===== src/rtl/vga_timing_pkg.sv =====
// Shared definitions for the VGA raster generator.
// Holds the default 640x480@60 timing constants and totals, the coordinate type,
// the sync/DE bundle carried through the delay line, and the colour-bar table
// used by the optional test pattern (VGA_TEST_PATTERN_EN).
package vga_timing_pkg;

  localparam int unsigned H_VISIBLE_DEF = 640;
  localparam int unsigned H_FP_DEF      = 16;
  localparam int unsigned H_SYNC_DEF    = 96;
  localparam int unsigned H_BP_DEF      = 48;
  localparam int unsigned V_VISIBLE_DEF = 480;
  localparam int unsigned V_FP_DEF      = 10;
  localparam int unsigned V_SYNC_DEF    = 2;
  localparam int unsigned V_BP_DEF      = 33;

  localparam int unsigned H_TOTAL = H_VISIBLE_DEF + H_FP_DEF + H_SYNC_DEF + H_BP_DEF;
  localparam int unsigned V_TOTAL = V_VISIBLE_DEF + V_FP_DEF + V_SYNC_DEF + V_BP_DEF;

  typedef logic [9:0] coord_t;

  typedef struct packed {
    logic h_sync;
    logic v_sync;
    logic de;
  } sync_bundle_t;

  // Blanked, both syncs inactive (high).
  localparam sync_bundle_t SYNC_IDLE = '{h_sync: 1'b1, v_sync: 1'b1, de: 1'b0};

  // Index 0 is the leftmost bar.
  localparam logic [7:0][11:0] BAR_RGB = {12'h000, 12'h00F, 12'hF00, 12'hF0F,
                                          12'h0F0, 12'h0FF, 12'hFF0, 12'hFFF};

  function automatic logic [11:0] bar_colour(input logic [2:0] idx);
    return BAR_RGB[idx];
  endfunction

endpackage


===== src/rtl/vga_timing_gen_if.sv =====
// Raster timing bundle between the generator (master) and its consumers (slave).
// en            : run enable, driven by the consumer side
// pix_tick      : one-clk strobe per pixel
// x_coor/y_coor : active-area coordinates (0 outside)
// DE/h_sync/v_sync, line_start/frame_start, delayed d_* copies, pattern_rgb
interface vga_timing_gen_if;
  import vga_timing_pkg::*;

  logic        en;
  logic        pix_tick;
  coord_t      x_coor;
  coord_t      y_coor;
  logic        DE;
  logic        h_sync;
  logic        v_sync;
  logic        line_start;
  logic        frame_start;
  logic        d_h_sync;
  logic        d_v_sync;
  logic        d_DE;
  logic [11:0] pattern_rgb;

  modport master (
    input  en,
    output pix_tick, x_coor, y_coor, DE, h_sync, v_sync, line_start, frame_start,
    output d_h_sync, d_v_sync, d_DE, pattern_rgb
  );

  modport slave (
    output en,
    input  pix_tick, x_coor, y_coor, DE, h_sync, v_sync, line_start, frame_start,
    input  d_h_sync, d_v_sync, d_DE, pattern_rgb
  );

endinterface


===== src/rtl/sync_delay_line.sv =====
// Shift register that delays a small bundle by DEPTH shift_en strobes.
// clk      : clock
// reset    : synchronous, active-high; loads every stage with RESET_VAL
// shift_en : advance the line by one stage
// d / q    : bundle in / bundle DEPTH strobes old (q = d when DEPTH is 0)
module sync_delay_line #(
  parameter int unsigned       DEPTH     = 1,
  parameter int unsigned       WIDTH     = 1,
  parameter logic [WIDTH-1:0]  RESET_VAL = '0
) (
  input  logic             clk,
  input  logic             reset,
  input  logic             shift_en,
  input  logic [WIDTH-1:0] d,
  output logic [WIDTH-1:0] q
);

  if (DEPTH == 0) begin : g_bypass
    logic unused_ctrl;
    assign unused_ctrl = ^{clk, reset, shift_en};
    assign q = d;
  end else begin : g_shift
    logic [WIDTH-1:0] stage_q [DEPTH];

    always_ff @(posedge clk) begin
      if (reset) begin
        for (int i = 0; i < int'(DEPTH); i++) stage_q[i] <= RESET_VAL;
      end else if (shift_en) begin
        stage_q[0] <= d;
        for (int i = 1; i < int'(DEPTH); i++) stage_q[i] <= stage_q[i-1];
      end
    end

    assign q = stage_q[DEPTH-1];
  end

endmodule


===== src/rtl/vga_timing_gen.sv =====
// VGA raster timing generator (default 640x480@60 from a 100 MHz clk, CLK_DIV=4).
// clk   : system clock
// reset : synchronous, active-high
// bus   : vga_timing_gen_if master -- en in; pix_tick, x_coor, y_coor, DE, h_sync,
//         v_sync, line_start, frame_start, d_h_sync, d_v_sync, d_DE, pattern_rgb out
// All outputs are registered and decoded from the next-state counters, so they move
// on the same edge the counters do. d_* are h_sync/v_sync/DE delayed PIPE_DLY ticks.
// Optional: define VGA_TEST_PATTERN_EN for eight vertical colour bars on pattern_rgb;
// otherwise pattern_rgb is tied to 12'h000.
module vga_timing_gen
  import vga_timing_pkg::*;
#(
  parameter int unsigned H_VISIBLE = H_VISIBLE_DEF,
  parameter int unsigned H_FP      = H_FP_DEF,
  parameter int unsigned H_SYNC    = H_SYNC_DEF,
  parameter int unsigned H_BP      = H_BP_DEF,
  parameter int unsigned V_VISIBLE = V_VISIBLE_DEF,
  parameter int unsigned V_FP      = V_FP_DEF,
  parameter int unsigned V_SYNC    = V_SYNC_DEF,
  parameter int unsigned V_BP      = V_BP_DEF,
  parameter int unsigned CLK_DIV   = 4,
  parameter int unsigned PIPE_DLY  = 0
) (
  input  logic             clk,
  input  logic             reset,
  vga_timing_gen_if.master bus
);

  localparam int unsigned H_TOT = H_VISIBLE + H_FP + H_SYNC + H_BP;
  localparam int unsigned V_TOT = V_VISIBLE + V_FP + V_SYNC + V_BP;

  if (H_TOT > 1024 || V_TOT > 1024) begin : g_bad_total
    $error("vga_timing_gen: H/V totals must fit the 10-bit counters");
  end
  if (CLK_DIV < 1 || CLK_DIV > 16) begin : g_bad_div
    $error("vga_timing_gen: CLK_DIV out of range 1..16");
  end
  if (PIPE_DLY > 15) begin : g_bad_dly
    $error("vga_timing_gen: PIPE_DLY out of range 0..15");
  end

  localparam coord_t     H_LAST   = coord_t'(H_TOT - 1);
  localparam coord_t     V_LAST   = coord_t'(V_TOT - 1);
  localparam coord_t     H_VIS    = coord_t'(H_VISIBLE);
  localparam coord_t     V_VIS    = coord_t'(V_VISIBLE);
  localparam coord_t     HS_FIRST = coord_t'(H_VISIBLE + H_FP);
  localparam coord_t     HS_LAST  = coord_t'(H_VISIBLE + H_FP + H_SYNC - 1);
  localparam coord_t     VS_FIRST = coord_t'(V_VISIBLE + V_FP);
  localparam coord_t     VS_LAST  = coord_t'(V_VISIBLE + V_FP + V_SYNC - 1);
  localparam logic [3:0] DIV_LAST = 4'(CLK_DIV - 1);

  // Disabling behaves exactly like reset: everything returns to idle.
  logic clear;
  assign clear = reset | ~bus.en;

  logic [3:0]   div_q, div_d;
  logic         tick;
  // Low until the first tick after a restart; that tick presents (0,0) without advancing.
  logic         run_q, run_d;
  coord_t       h_q, h_d, v_q, v_d;
  logic         pix_q, line_q, line_d, frame_q, frame_d;
  sync_bundle_t sync_q, sync_d, dly_q;
  coord_t       x_q, x_d, y_q, y_d;

  always_comb begin
    tick    = (div_q == DIV_LAST);
    div_d   = tick ? 4'd0 : div_q + 4'd1;
    run_d   = run_q | tick;
    h_d     = h_q;
    v_d     = v_q;
    line_d  = 1'b0;
    frame_d = 1'b0;
    if (tick && run_q) begin
      if (h_q == H_LAST) begin
        h_d    = '0;
        line_d = 1'b1;
        if (v_q == V_LAST) begin
          v_d     = '0;
          frame_d = 1'b1;
        end else begin
          v_d = v_q + 10'd1;
        end
      end else begin
        h_d = h_q + 10'd1;
      end
    end

    sync_d = sync_q;
    x_d    = x_q;
    y_d    = y_q;
    if (tick) begin
      sync_d.de     = (h_d < H_VIS) && (v_d < V_VIS);
      sync_d.h_sync = !((h_d >= HS_FIRST) && (h_d <= HS_LAST));
      sync_d.v_sync = !((v_d >= VS_FIRST) && (v_d <= VS_LAST));
      x_d           = sync_d.de ? h_d : '0;
      y_d           = (v_d < V_VIS) ? v_d : '0;
    end
  end

  always_ff @(posedge clk) begin
    if (clear) begin
      div_q   <= '0;
      run_q   <= 1'b0;
      h_q     <= '0;
      v_q     <= '0;
      pix_q   <= 1'b0;
      line_q  <= 1'b0;
      frame_q <= 1'b0;
      sync_q  <= SYNC_IDLE;
      x_q     <= '0;
      y_q     <= '0;
    end else begin
      div_q   <= div_d;
      run_q   <= run_d;
      h_q     <= h_d;
      v_q     <= v_d;
      pix_q   <= tick;
      line_q  <= line_d;
      frame_q <= frame_d;
      sync_q  <= sync_d;
      x_q     <= x_d;
      y_q     <= y_d;
    end
  end

  // Fed with the registered outputs and shifted on the tick edge, so each stage is
  // exactly one tick older and the taps move on the same edge as the outputs.
  sync_delay_line #(
    .DEPTH     (PIPE_DLY),
    .WIDTH     (3),
    .RESET_VAL (SYNC_IDLE)
  ) u_sync_delay (
    .clk      (clk),
    .reset    (clear),
    .shift_en (tick),
    .d        (sync_q),
    .q        (dly_q)
  );

`ifdef VGA_TEST_PATTERN_EN
  localparam coord_t BAR_W = coord_t'(H_VISIBLE / 8);

  logic [11:0] rgb_q, rgb_d;

  always_comb begin
    rgb_d = rgb_q;
    if (tick) begin
      rgb_d = sync_d.de ? bar_colour(3'(h_d / BAR_W)) : 12'h000;
    end
  end

  always_ff @(posedge clk) begin
    if (clear) rgb_q <= 12'h000;
    else       rgb_q <= rgb_d;
  end

  assign bus.pattern_rgb = rgb_q;
`else
  assign bus.pattern_rgb = 12'h000;
`endif

  assign bus.pix_tick    = pix_q;
  assign bus.x_coor      = x_q;
  assign bus.y_coor      = y_q;
  assign bus.DE          = sync_q.de;
  assign bus.h_sync      = sync_q.h_sync;
  assign bus.v_sync      = sync_q.v_sync;
  assign bus.line_start  = line_q;
  assign bus.frame_start = frame_q;
  assign bus.d_h_sync    = dly_q.h_sync;
  assign bus.d_v_sync    = dly_q.v_sync;
  assign bus.d_DE        = dly_q.de;

endmodule


===== src/flat_wrapper.sv =====
// flat-port wrapper written by rule: the top's interface ports become plain ports
module vga_timing_gen_flat import vga_timing_pkg::*;
#(
  parameter int unsigned H_VISIBLE = H_VISIBLE_DEF,
  parameter int unsigned H_FP      = H_FP_DEF,
  parameter int unsigned H_SYNC    = H_SYNC_DEF,
  parameter int unsigned H_BP      = H_BP_DEF,
  parameter int unsigned V_VISIBLE = V_VISIBLE_DEF,
  parameter int unsigned V_FP      = V_FP_DEF,
  parameter int unsigned V_SYNC    = V_SYNC_DEF,
  parameter int unsigned V_BP      = V_BP_DEF,
  parameter int unsigned CLK_DIV   = 4,
  parameter int unsigned PIPE_DLY  = 0
)
  (clk, reset, bus_en, bus_pix_tick, bus_x_coor, bus_y_coor, bus_DE, bus_h_sync, bus_v_sync, bus_line_start, bus_frame_start, bus_d_h_sync, bus_d_v_sync, bus_d_DE, bus_pattern_rgb);
  vga_timing_gen_if bus_i ();
  input  logic clk;
  input  logic reset;
  input wire logic [$bits(bus_i.en)-1:0] bus_en;
  output wire logic [$bits(bus_i.pix_tick)-1:0] bus_pix_tick;
  output wire logic [$bits(bus_i.x_coor)-1:0] bus_x_coor;
  output wire logic [$bits(bus_i.y_coor)-1:0] bus_y_coor;
  output wire logic [$bits(bus_i.DE)-1:0] bus_DE;
  output wire logic [$bits(bus_i.h_sync)-1:0] bus_h_sync;
  output wire logic [$bits(bus_i.v_sync)-1:0] bus_v_sync;
  output wire logic [$bits(bus_i.line_start)-1:0] bus_line_start;
  output wire logic [$bits(bus_i.frame_start)-1:0] bus_frame_start;
  output wire logic [$bits(bus_i.d_h_sync)-1:0] bus_d_h_sync;
  output wire logic [$bits(bus_i.d_v_sync)-1:0] bus_d_v_sync;
  output wire logic [$bits(bus_i.d_DE)-1:0] bus_d_DE;
  output wire logic [$bits(bus_i.pattern_rgb)-1:0] bus_pattern_rgb;
  assign bus_i.en = bus_en;
  assign bus_pix_tick = bus_i.pix_tick;
  assign bus_x_coor = bus_i.x_coor;
  assign bus_y_coor = bus_i.y_coor;
  assign bus_DE = bus_i.DE;
  assign bus_h_sync = bus_i.h_sync;
  assign bus_v_sync = bus_i.v_sync;
  assign bus_line_start = bus_i.line_start;
  assign bus_frame_start = bus_i.frame_start;
  assign bus_d_h_sync = bus_i.d_h_sync;
  assign bus_d_v_sync = bus_i.d_v_sync;
  assign bus_d_DE = bus_i.d_DE;
  assign bus_pattern_rgb = bus_i.pattern_rgb;
  vga_timing_gen #(.H_VISIBLE(H_VISIBLE), .H_FP(H_FP), .H_SYNC(H_SYNC), .H_BP(H_BP), .V_VISIBLE(V_VISIBLE), .V_FP(V_FP), .V_SYNC(V_SYNC), .V_BP(V_BP), .CLK_DIV(CLK_DIV), .PIPE_DLY(PIPE_DLY)) u_core (.clk(clk), .reset(reset), .bus(bus_i));
endmodule

===== config.mk =====
export PLATFORM = sky130hd
export DESIGN_NAME = vga_timing_gen_flat
export DESIGN_NICKNAME = d
export VERILOG_FILES = /design/src/rtl/vga_timing_pkg.sv /design/src/rtl/vga_timing_gen_if.sv /design/src/rtl/sync_delay_line.sv /design/src/rtl/vga_timing_gen.sv /design/src/flat_wrapper.sv
export SDC_FILE = /design/constraint.sdc
export NUM_CORES = 1
export LEC_CHECK = 0
export BUFFER_PORTS_ARGS = -buffer_cell sky130_fd_sc_hd__clkbuf_2
export CAP_MARGIN = 20
export CORE_MARGIN = 3
export CORE_UTILIZATION = 59
export DETAILED_ROUTE_END_ITERATION = 10
export PLACE_DENSITY_LB_ADDON = 0.08
export SYNTH_ARGS = -nofsm -noshare
export SYNTH_HDL_FRONTEND = slang
export SYNTH_SLANG_ARGS = --single-unit

===== constraint.sdc =====
create_clock -name clk -period 8.1 [get_ports clk]
set_input_delay 0.405 -clock clk [delete_from_list [all_inputs] [get_ports clk]]
set_output_delay 0.405 -clock clk [all_outputs]
set_load 0.03 [all_outputs]

Word-level counts from Yosys, hierarchy flattened
Index checks and enable logic that the tools add are counted.
{"block": "word_totals", "wordCells": 47, "register_bits": 51, "input_bits": 3, "out_inout_bits": 41}
{"block": "classes", "reduce_logical": 9, "eq_ne": 3, "bitwise": 5, "add_sub_neg": 3, "n_mux": 9, "order_cmp": 6}
{"cell": "two-way mux 10 bit", "count": 7}
{"cell": "adder 10 x 1 -> 10 bit (second input constant)", "count": 2}
{"cell": "== test 10 bit (second input constant)", "count": 2}
{"cell": ">= comparator 10 bit (second input constant)", "count": 1}
{"cell": ">= comparator 10 x 9 -> 1 bit (second input constant)", "count": 1}
{"cell": "less-or-equal comparator 10 bit (second input constant)", "count": 1}
{"cell": "less-or-equal comparator 10 x 9 -> 1 bit (second input constant)", "count": 1}
{"cell": "less-than comparator 10 bit (second input constant)", "count": 1}
{"cell": "less-than comparator 10 x 9 -> 1 bit (second input constant)", "count": 1}
{"cell": "adder 4 x 1 -> 4 bit (second input constant)", "count": 1}
{"cell": "== test 4 x 2 -> 1 bit (second input constant)", "count": 1}
{"cell": "logical AND 1 bit", "count": 4}
{"cell": "OR reduction 2 bit", "count": 2}
{"cell": "inverter 1 bit", "count": 3}
{"cell": "OR reduction 3 bit", "count": 1}
{"cell": "zero test 1 bit", "count": 2}
{"cell": "two-way mux 1 bit", "count": 2}
{"cell": "bitwise OR 1 bit", "count": 2}

Depth between registers and ports, before layout
Gate-level depths: netlist of run 1.
{"block": "depth", "depth_word": 7, "ltp_mapped": 9}

Cells and area by module
From an unflattened synthesis of run 1, not the netlist that was laid out.
{"block": "unflattened", "hier_cells": 276, "area_unflattened_um2": 2468.6}
{"mod": "vga_timing_gen", "cells_each": 273, "n_inst": 1, "area_each_um2": 2446.1}
{"mod": "sync_delay_line", "cells_each": 3, "n_inst": 1, "area_each_um2": 22.5}

Worst setup path after synthesis of run 1
No wires, ideal clock.
{"block": "synth_path", "path_type": "reg2reg", "start": "register u_core.div_q[0]", "end": "register u_core.x_q[2] (netlist: u_core.bus.x_coor[2])", "period_less_slack_ps": 2656, "required_ps": 7983, "setup_time_ps": 117, "stages_incl_launch_ff": 10, "arrival_ps": 2538, "n_path_buf": 2, "slack_ps": 5444, "cell_sequence": "dfxtp_1 > ha_1 > or3b_1 > buf_6 > or4_4 > buf_6 > nor4b_4 > o22ai_4 > o211a_4 > a32o_1"}
{"block": "synth_via", "elab_chain_len": 6, "elab_cells_between_ends": 8, "cone_classes": "2 x order compare; 1 x eq/ne; 3 x mux; 2 x reduce/logical"}
{"element": "start: declaration", "line_no": "vga_timing_gen.sv:56", "rtl": "logic [3:0] div_q, div_d;"}
{"element": "start signal: assignment", "line_no": "vga_timing_gen.sv:113", "rtl": "div_q <= div_d;"}
{"element": "== test 4 x 2 -> 1 bit *", "line_no": "vga_timing_gen.sv:66", "rtl": "tick = (div_q == DIV_LAST);"}
{"element": "logical AND 1 bit", "line_no": "vga_timing_gen.sv:73", "rtl": "if (tick && run_q) begin"}
{"element": "two-way mux 10 bit", "line_no": "vga_timing_gen.sv:73"}
{"element": "less-than comparator 10 bit or less-than comparator 10 x 9 -> 1 bit (tied branches)", "line_no": "vga_timing_gen.sv:92", "rtl": "sync_d.de = (h_d < H_VIS) && (v_d < V_VIS);"}
{"element": "logical AND 1 bit", "line_no": "vga_timing_gen.sv:92"}
{"element": "two-way mux 10 bit", "line_no": "vga_timing_gen.sv:95", "rtl": "x_d = sync_d.de ? h_d : '0;"}
{"element": "end signal: assignment", "line_no": "vga_timing_gen.sv:110", "rtl": "x_q <= '0;"}
{"element": "end signal: assignment", "line_no": "vga_timing_gen.sv:121", "rtl": "x_q <= x_d;"}
{"element": "end: declaration", "line_no": "vga_timing_gen.sv:63", "rtl": "coord_t x_q, x_d, y_q, y_d;"}
Mark *: on every way between the ends. The rest lies on a longest branch, timed or not.
A chain may end at the register's enable or synchronous reset.

Worst setup path after layout of run 1
Same ends and word-level chain as after synthesis.

==> results of run 1 <==
-- layout by cell type (no fill, tap or decap), types with 7 or more instances in the layout --
cell / count
xnor2_1: 7
and3_1: 10
conb_1: 12
nand2_1: 20
clkbuf_2: 31
o21ai_0: 7
nand3_1: 19
nor2_1: 36
nor4_1: 7
o31ai_1: 10
dfxtp_1: 51
-- final cells by class --
class	count	area share
tap	48	0.0224
timing repair buffer	33	0.0634
sequential	51	0.380
inverter	4	0.00559
clock inverter	2	0.0224
multi-input combinational	202	0.479
clock buffer	6	0.0270
-- path summary, 6_finish.rpt --
| path | to | cells past startpoint |
|---|---|---|
| setup reg to reg | u_core.bus.x_coor[2] | 7 |
| setup / recovery | u_core.bus.x_coor[2] | 7 |
| hold reg to reg | u_core.div_q[0] | 1 |
| hold / removal | u_core.div_q[0] | 1 |
-- flip-flops by register name (all words and copies together), names as in the netlist --
name                    cells
u_core.bus.x_coor          10
u_core.bus.DE               1
u_core.h_q                 10
u_core.bus.y_coor          10
u_core.bus.pix_tick         1
u_core.div_q                4
u_core.run_q                1
u_core.bus.v_sync           1
u_core.bus.h_sync           1
u_core.bus.line_start       1
u_core.bus.frame_start      1
u_core.v_q                 10
-- cells by family (layout without fill, tap and decap cells) --
family | after synthesis | in the layout
buf+inv | 32 | 45
flops | 51 | 51
mux | 3 | 3
other cells | 1 | 12
simple gates | 129 | 129
fa+ha+maj | 4 | 4
compound gates | 42 | 42
xor+xnor | 12 | 12
-- Yosys cell counts (2+ instances only) --
master	n	area [um2]
a21oi_1	6	30.0
a31o_1	3	26.3
a32o_1	2	20.0
and2_1	5	31.3
and3_1	10	62.6
buf_4	15	113
buf_6	2	22.5
clkbuf_1	10	37.5
dfxtp_1	51	1020
ha_1	4	50.1
inv_1	4	15.0
mux2i_1	3	30.0
nand2_1	20	75.1
nand2b_1	2	12.5
nand3_1	19	95.1
nand4_1	4	25.0
nand4b_1	2	17.5
nor2_1	36	135
nor2b_1	3	18.8
nor3_1	6	30.0
nor3b_1	2	15.0
nor4_1	7	43.8
o211ai_1	2	15.0
o21ai_0	7	35.0
o31ai_1	10	75.1
o31ai_2	3	37.5
or3_1	3	18.8
xnor2_1	7	61.3
xor2_1	5	43.8
-- routing by layer --
layer  vias to the layer above  routed length (um)  track usage
met5                         -                   0            0
met4                         0                  82       0.0596
met3                         8                 354       0.0345
met2                        82                2190        0.319
met1                       921                2620        0.329
li1                       1000                   -            -
-- metrics by stage --
stage	util	hold WS (ns)
after floorplan	-	0.418
after global placement	0.667	0.433
after detailed placement	0.667	0.440
after CTS	0.701	0.456
after global routing	0.701	0.480
final	0.701	0.452
-- power groups by stage --
| stage | logic (W) | clock network [W] | registers, W |
|---|---|---|---|
| after CTS | 0.0000146 | 0.000208 | 0.000251 |
| after floorplan | 0.0000166 | 0 | 0.000257 |
| after global routing | 0.0000159 | 0.000217 | 0.000252 |
| after global placement | 0.0000145 | 0 | 0.000257 |
| after detailed placement | 0.0000146 | 0 | 0.000257 |
| final | 0.0000147 | 0.000206 | 0.000251 |
==> qor.txt, run 1 <==
worst hold start = u_core.div_q[0]
H-tree depth = 2
CP max FO = 26
Clock Latency Late Sink = 0.30 ns
Die X-Extent = 70.5 um
Critical Path Max Stage Delay = 0.77 ns
Setup Crit Path Kind = reg -> reg
Ys Warns = 0
result of the run = complete, no violations
Row Count = 22
Antenna Violating Nets Remaining = 0
Final #Nets = 304
Avg Inst Size Synth = 8.96 um2
Final Max Slew Viols = 0
delay-heaviest family, CP = simple AND/OR/NAND/NOR gates
Final Cell Area = 2680 um2
gpl congestion = 0.905
minimum clock period = 3.13 ns
share of cells above drive strength 1 = 0.174
Post-Synth XOR/XNOR Area = 0.0428
initial antenna violation count = 0
Post-CTS Resized = 0
number of global-route vias before repair = 1766
hold_buf cts = 0
die area = 4970 um2
Num Clock Sinks = 51
sequential area share after synthesis = 0.416
Compound-Gate Fraction of Synth Area = 0.143
Post-Synth Simple-Gate Area = 0.286
pre-CTS setup slack = 5.02 ns
Highest Clock Rate = 320 MHz
adder-cell area share of the yosys netlist = 0.0204
Vias = 2011
post-synth cell types = 50
Final WS setup = 4.97 ns
Layout area overhead = 9.27%
worst IR drop on VDD = 112 uV
Max-slew headroom = 0.325
synthesized area = 2460 um2
Storage cell area = 1020 um2
Die Y-Extent = 70.5 um
CP Launch Point = u_core.div_q[0]
CP Capture Type = flip-flop
# DRC = 0
nature of the critical path startpoint = flip-flop
R2R setup slack = 4.97 ns
Clock power frac = 0.437
switching pwr = 0.0000962 W
Final period util = 0.386
CP max stage cell = nor4_2
cells after synthesis = 274
Inst Count DP = 338
P_int = 0.000376 W
initial core utilization = 0.642
Total GRT Usage = 0.218
CTS tree = built
total power = 0.000472 W
post-synthesis register bit count = 51
largest net degree at the start of global routing = 27
Worst EP arrival = 3.32 ns
Comb power frac = 0.031
Clock Tree Root = clkbuf_8
Worst-path clk slew = 0.09 ns
I/O Pins = 44
DP Area = 2550 um2
main combinational cell family by area after synthesis = simple AND/OR/NAND/NOR gates
Crit path required time = 8.29 ns
Sum Neg Setup Slack = 0 ns
core area = 3830 um2
Top FF cell, synth = dfxtp_1
worst-path cell chain = ha_1, or3b_1, nor4_2, o22ai_1, a211o_2, o211a_4, a32o_1
total CTS buffers = 5
first-pass GRT wire length = 8.67 mm
router iterations before antenna repair = 4
Post-synth ARST share = 0
Sw Ratio = 0.204
worst clock skew = 0.0107 ns
WP buf/inv = 0
final setup vio count = 0
multi-input logic area = 1280 um2
Post-synth EDFFs = 0
RSZ-0062 raised after global routing = no
Pwr Density = 176 nW/um2
gr ovfl total = 0
Worst Hold Class = reg -> reg
DR vias/cell = 5.81
Post-CTS Setup Repair Bufs = 0
final hold vios = 0
worst-case clock buffer depth = 2
Least-Margin Pin Slew = 1.00 ns
Max-Cap Viols = 0
Avg WL per Cell = 15.2 um
post-route non-filler standard cell count = 346
Ant. Diodes = 0
1st-iter DRT viols = 125
worst flop-to-flop path startpoint = u_core.div_q[0]
Reg power frac = 0.532
Leak = 1.03 nW
routed wire length = 5.25 mm
HPWL after detailed placement = 3.79 mm
mux cell area share after synthesis = 0.0122
number of fillers in the final layout = 342
Buffers on Ports = 31
Power figures use the tool's default switching activity.
==> run 2, diff against run 1 <==
CORE_UTILIZATION = 50   (was 59)
clock period = 2.68 ns   (was 8.1 ns; I/O delays follow)
==> qor.txt, run 2 (same netlist as run 1, synthesis figures left out) <==
result of the run = complete, no violations
final setup vio count = 0
I/O Pins = 44
Highest Clock Rate = 386 MHz
HPWL after detailed placement = 3.91 mm
Vias = 2051
H-tree depth = 2
Critical Path Max Stage Delay = 0.62 ns
commonest non-fill, non-tap cell in the layout = dfxtp_1
final hold vios = 0
Crit path required time = 2.87 ns
Die Y-Extent = 76.1 um
P_int = 0.00100 W
Worst-path clk slew = 0.09 ns
1st-iter DRT viols = 114
Worst EP arrival = 2.79 ns
R2R setup slack = 0.09 ns
CP Capture Type = flip-flop
hold_buf cts = 0
Final Hold Slack = 0.346 ns
worst flop-to-flop path startpoint = u_core.h_q[8]
Max-slew headroom = 0.541
Clock Tree Root = clkbuf_8
gpl congestion = 0.892
Reg power frac = 0.593
share of cells above drive strength 1 = 0.219
Max-Cap Viols = 0
routed wire length = 5.44 mm
router iterations before antenna repair = 4
switching pwr = 0.000281 W
DP Area = 2660 um2
CTS tree = built
gr ovfl total = 0
Final Max Slew Viols = 0
Comb power frac = 0.037
first-pass GRT wire length = 9.23 mm
die area = 5790 um2
minimum clock period = 2.59 ns
pre-CTS setup slack = 0.0816 ns
worst clock skew = 0.00587 ns
Total GRT Usage = 0.194
Least-Margin Pin Slew = 0.681 ns
Antenna Violating Nets Remaining = 0
worst-case clock buffer depth = 2
Die X-Extent = 76.1 um
Setup Crit Path Kind = reg -> reg
CP Launch Point = u_core.h_q[8]
initial core utilization = 0.542
number of global-route vias before repair = 1891
CP max FO = 5
Layout area overhead = 13.7%
reg2reg path depth = 6
most frequent cells in the layout = dfxtp_1, nor2_1, clkbuf_2
Final #Nets = 316
# DRC = 0
Leak = 1.08 nW
Worst Hold Class = in -> reg
Clock power frac = 0.371
CP Capture Point = u_core.bus.x_coor[2]
DR vias/cell = 5.47
total CTS buffers = 5
Avg WL per Cell = 14.5 um
Final Cell Area = 2790 um2
Ant. Diodes = 0
Clock Latency Late Sink = 0.30 ns
largest net degree at the start of global routing = 26
worst-path cell chain = or4bb_1, or4_4, nor4b_4, o22ai_4, o211a_4, a32o_1
Row Count = 24
number of fillers in the final layout = 400
Final WS setup = 0.0889 ns
worst IR drop on VDD = 235 uV
CP max stage cell = or4_4
Sw Ratio = 0.219
Num Clock Sinks = 51
Sum Neg Setup Slack = 0 ns
Pwr Density = 459 nW/um2
core area = 4530 um2
Buffers on Ports = 31
initial antenna violation count = 0
worst reg2reg endpoint = u_core.bus.x_coor[2]
nature of the critical path startpoint = flip-flop
Final period util = 0.967
run 2: cell count changes in the layout (fill, tap and decap cells not counted):
cell,change
ha_2,+1
bufinv_16,-2
nor3b_1,-1
buf_4,+12
nor4_1,-2
nor4_2,+1
clkbuf_8,+2
nor4_4,+1
nor3b_2,+1
ha_1,-1
run 2: cell type report:
class | count | area [um2] | share of cell area
Timing Repair Buffer | 45 | 260 | 0.0932
Multi-Input combinational cell | 202 | 1310 | 0.471
Tap cell | 65 | 81.3 | 0.0291
Sequential cell | 51 | 1020 | 0.366
Inverter | 4 | 15.0 | 0.00538
Clock buffer | 8 | 100 | 0.0359
run 2: worst min-delay path by stage:
stage                               startpoint              endpoint  slack (ns)  depth (start not counted)
after floorplan                u_core.div_q[0]       u_core.div_q[0]        0.42                          1
after global placement         u_core.div_q[0]       u_core.div_q[0]        0.43                          1
after detailed placement  u_core.bus.x_coor[6]  u_core.bus.x_coor[6]        0.44                          2
after CTS                                reset         u_core.bus.DE        0.35                          5
after global routing                     reset  u_core.bus.y_coor[4]        0.38                          5
final                                   bus_en         u_core.h_q[4]        0.35                          4
run 2: what timing repair did:
item,4_1_cts,5_1_grt
setup buffers,0,1
endpoints found under the hold margin,0,0
endpoints found under the setup margin,0,21
gates resized for setup,0,5
run 2: power groups by stage:
stage	registers, W	logic, W	clock network (W)
6_report	0.000760	0.0000470	0.000475
3_5_place_dp	0.000778	0.0000463	0
3_3_place_gp	0.000778	0.0000465	0
2_1_floorplan	0.000778	0.0000501	0
5_1_grt	0.000760	0.0000502	0.000520
4_1_cts	0.000760	0.0000465	0.000488
run 2: per-layer routing:
metal  vias to the layer above  track usage  wire length [um]
li1                       1016            -                 -
met1                       961        0.278              2730
met2                        61        0.294              2370
met3                        13       0.0307               223
met4                         0       0.0743               120
met5                         -            0                 0
run 2: critical path, delay by kind of cell, from the launching register on:
| family | cells | cell delay [ns] |
|---|---|---|
| DFF | 1 | 0.39 |
| AOI/OAI and AO/OA | 3 | 0.60 |
| and+or+nand+nor | 3 | 1.50 |
run 2: stage by stage:
stage	power, W	utilization	std cells
finish	0.00128	0.616	375
global route	0.00133	0.616	375
CTS	0.00129	0.608	374
detailed placement	0.000824	0.586	366
global placement	0.000824	0.586	366
floorplan	0.000828	-	285
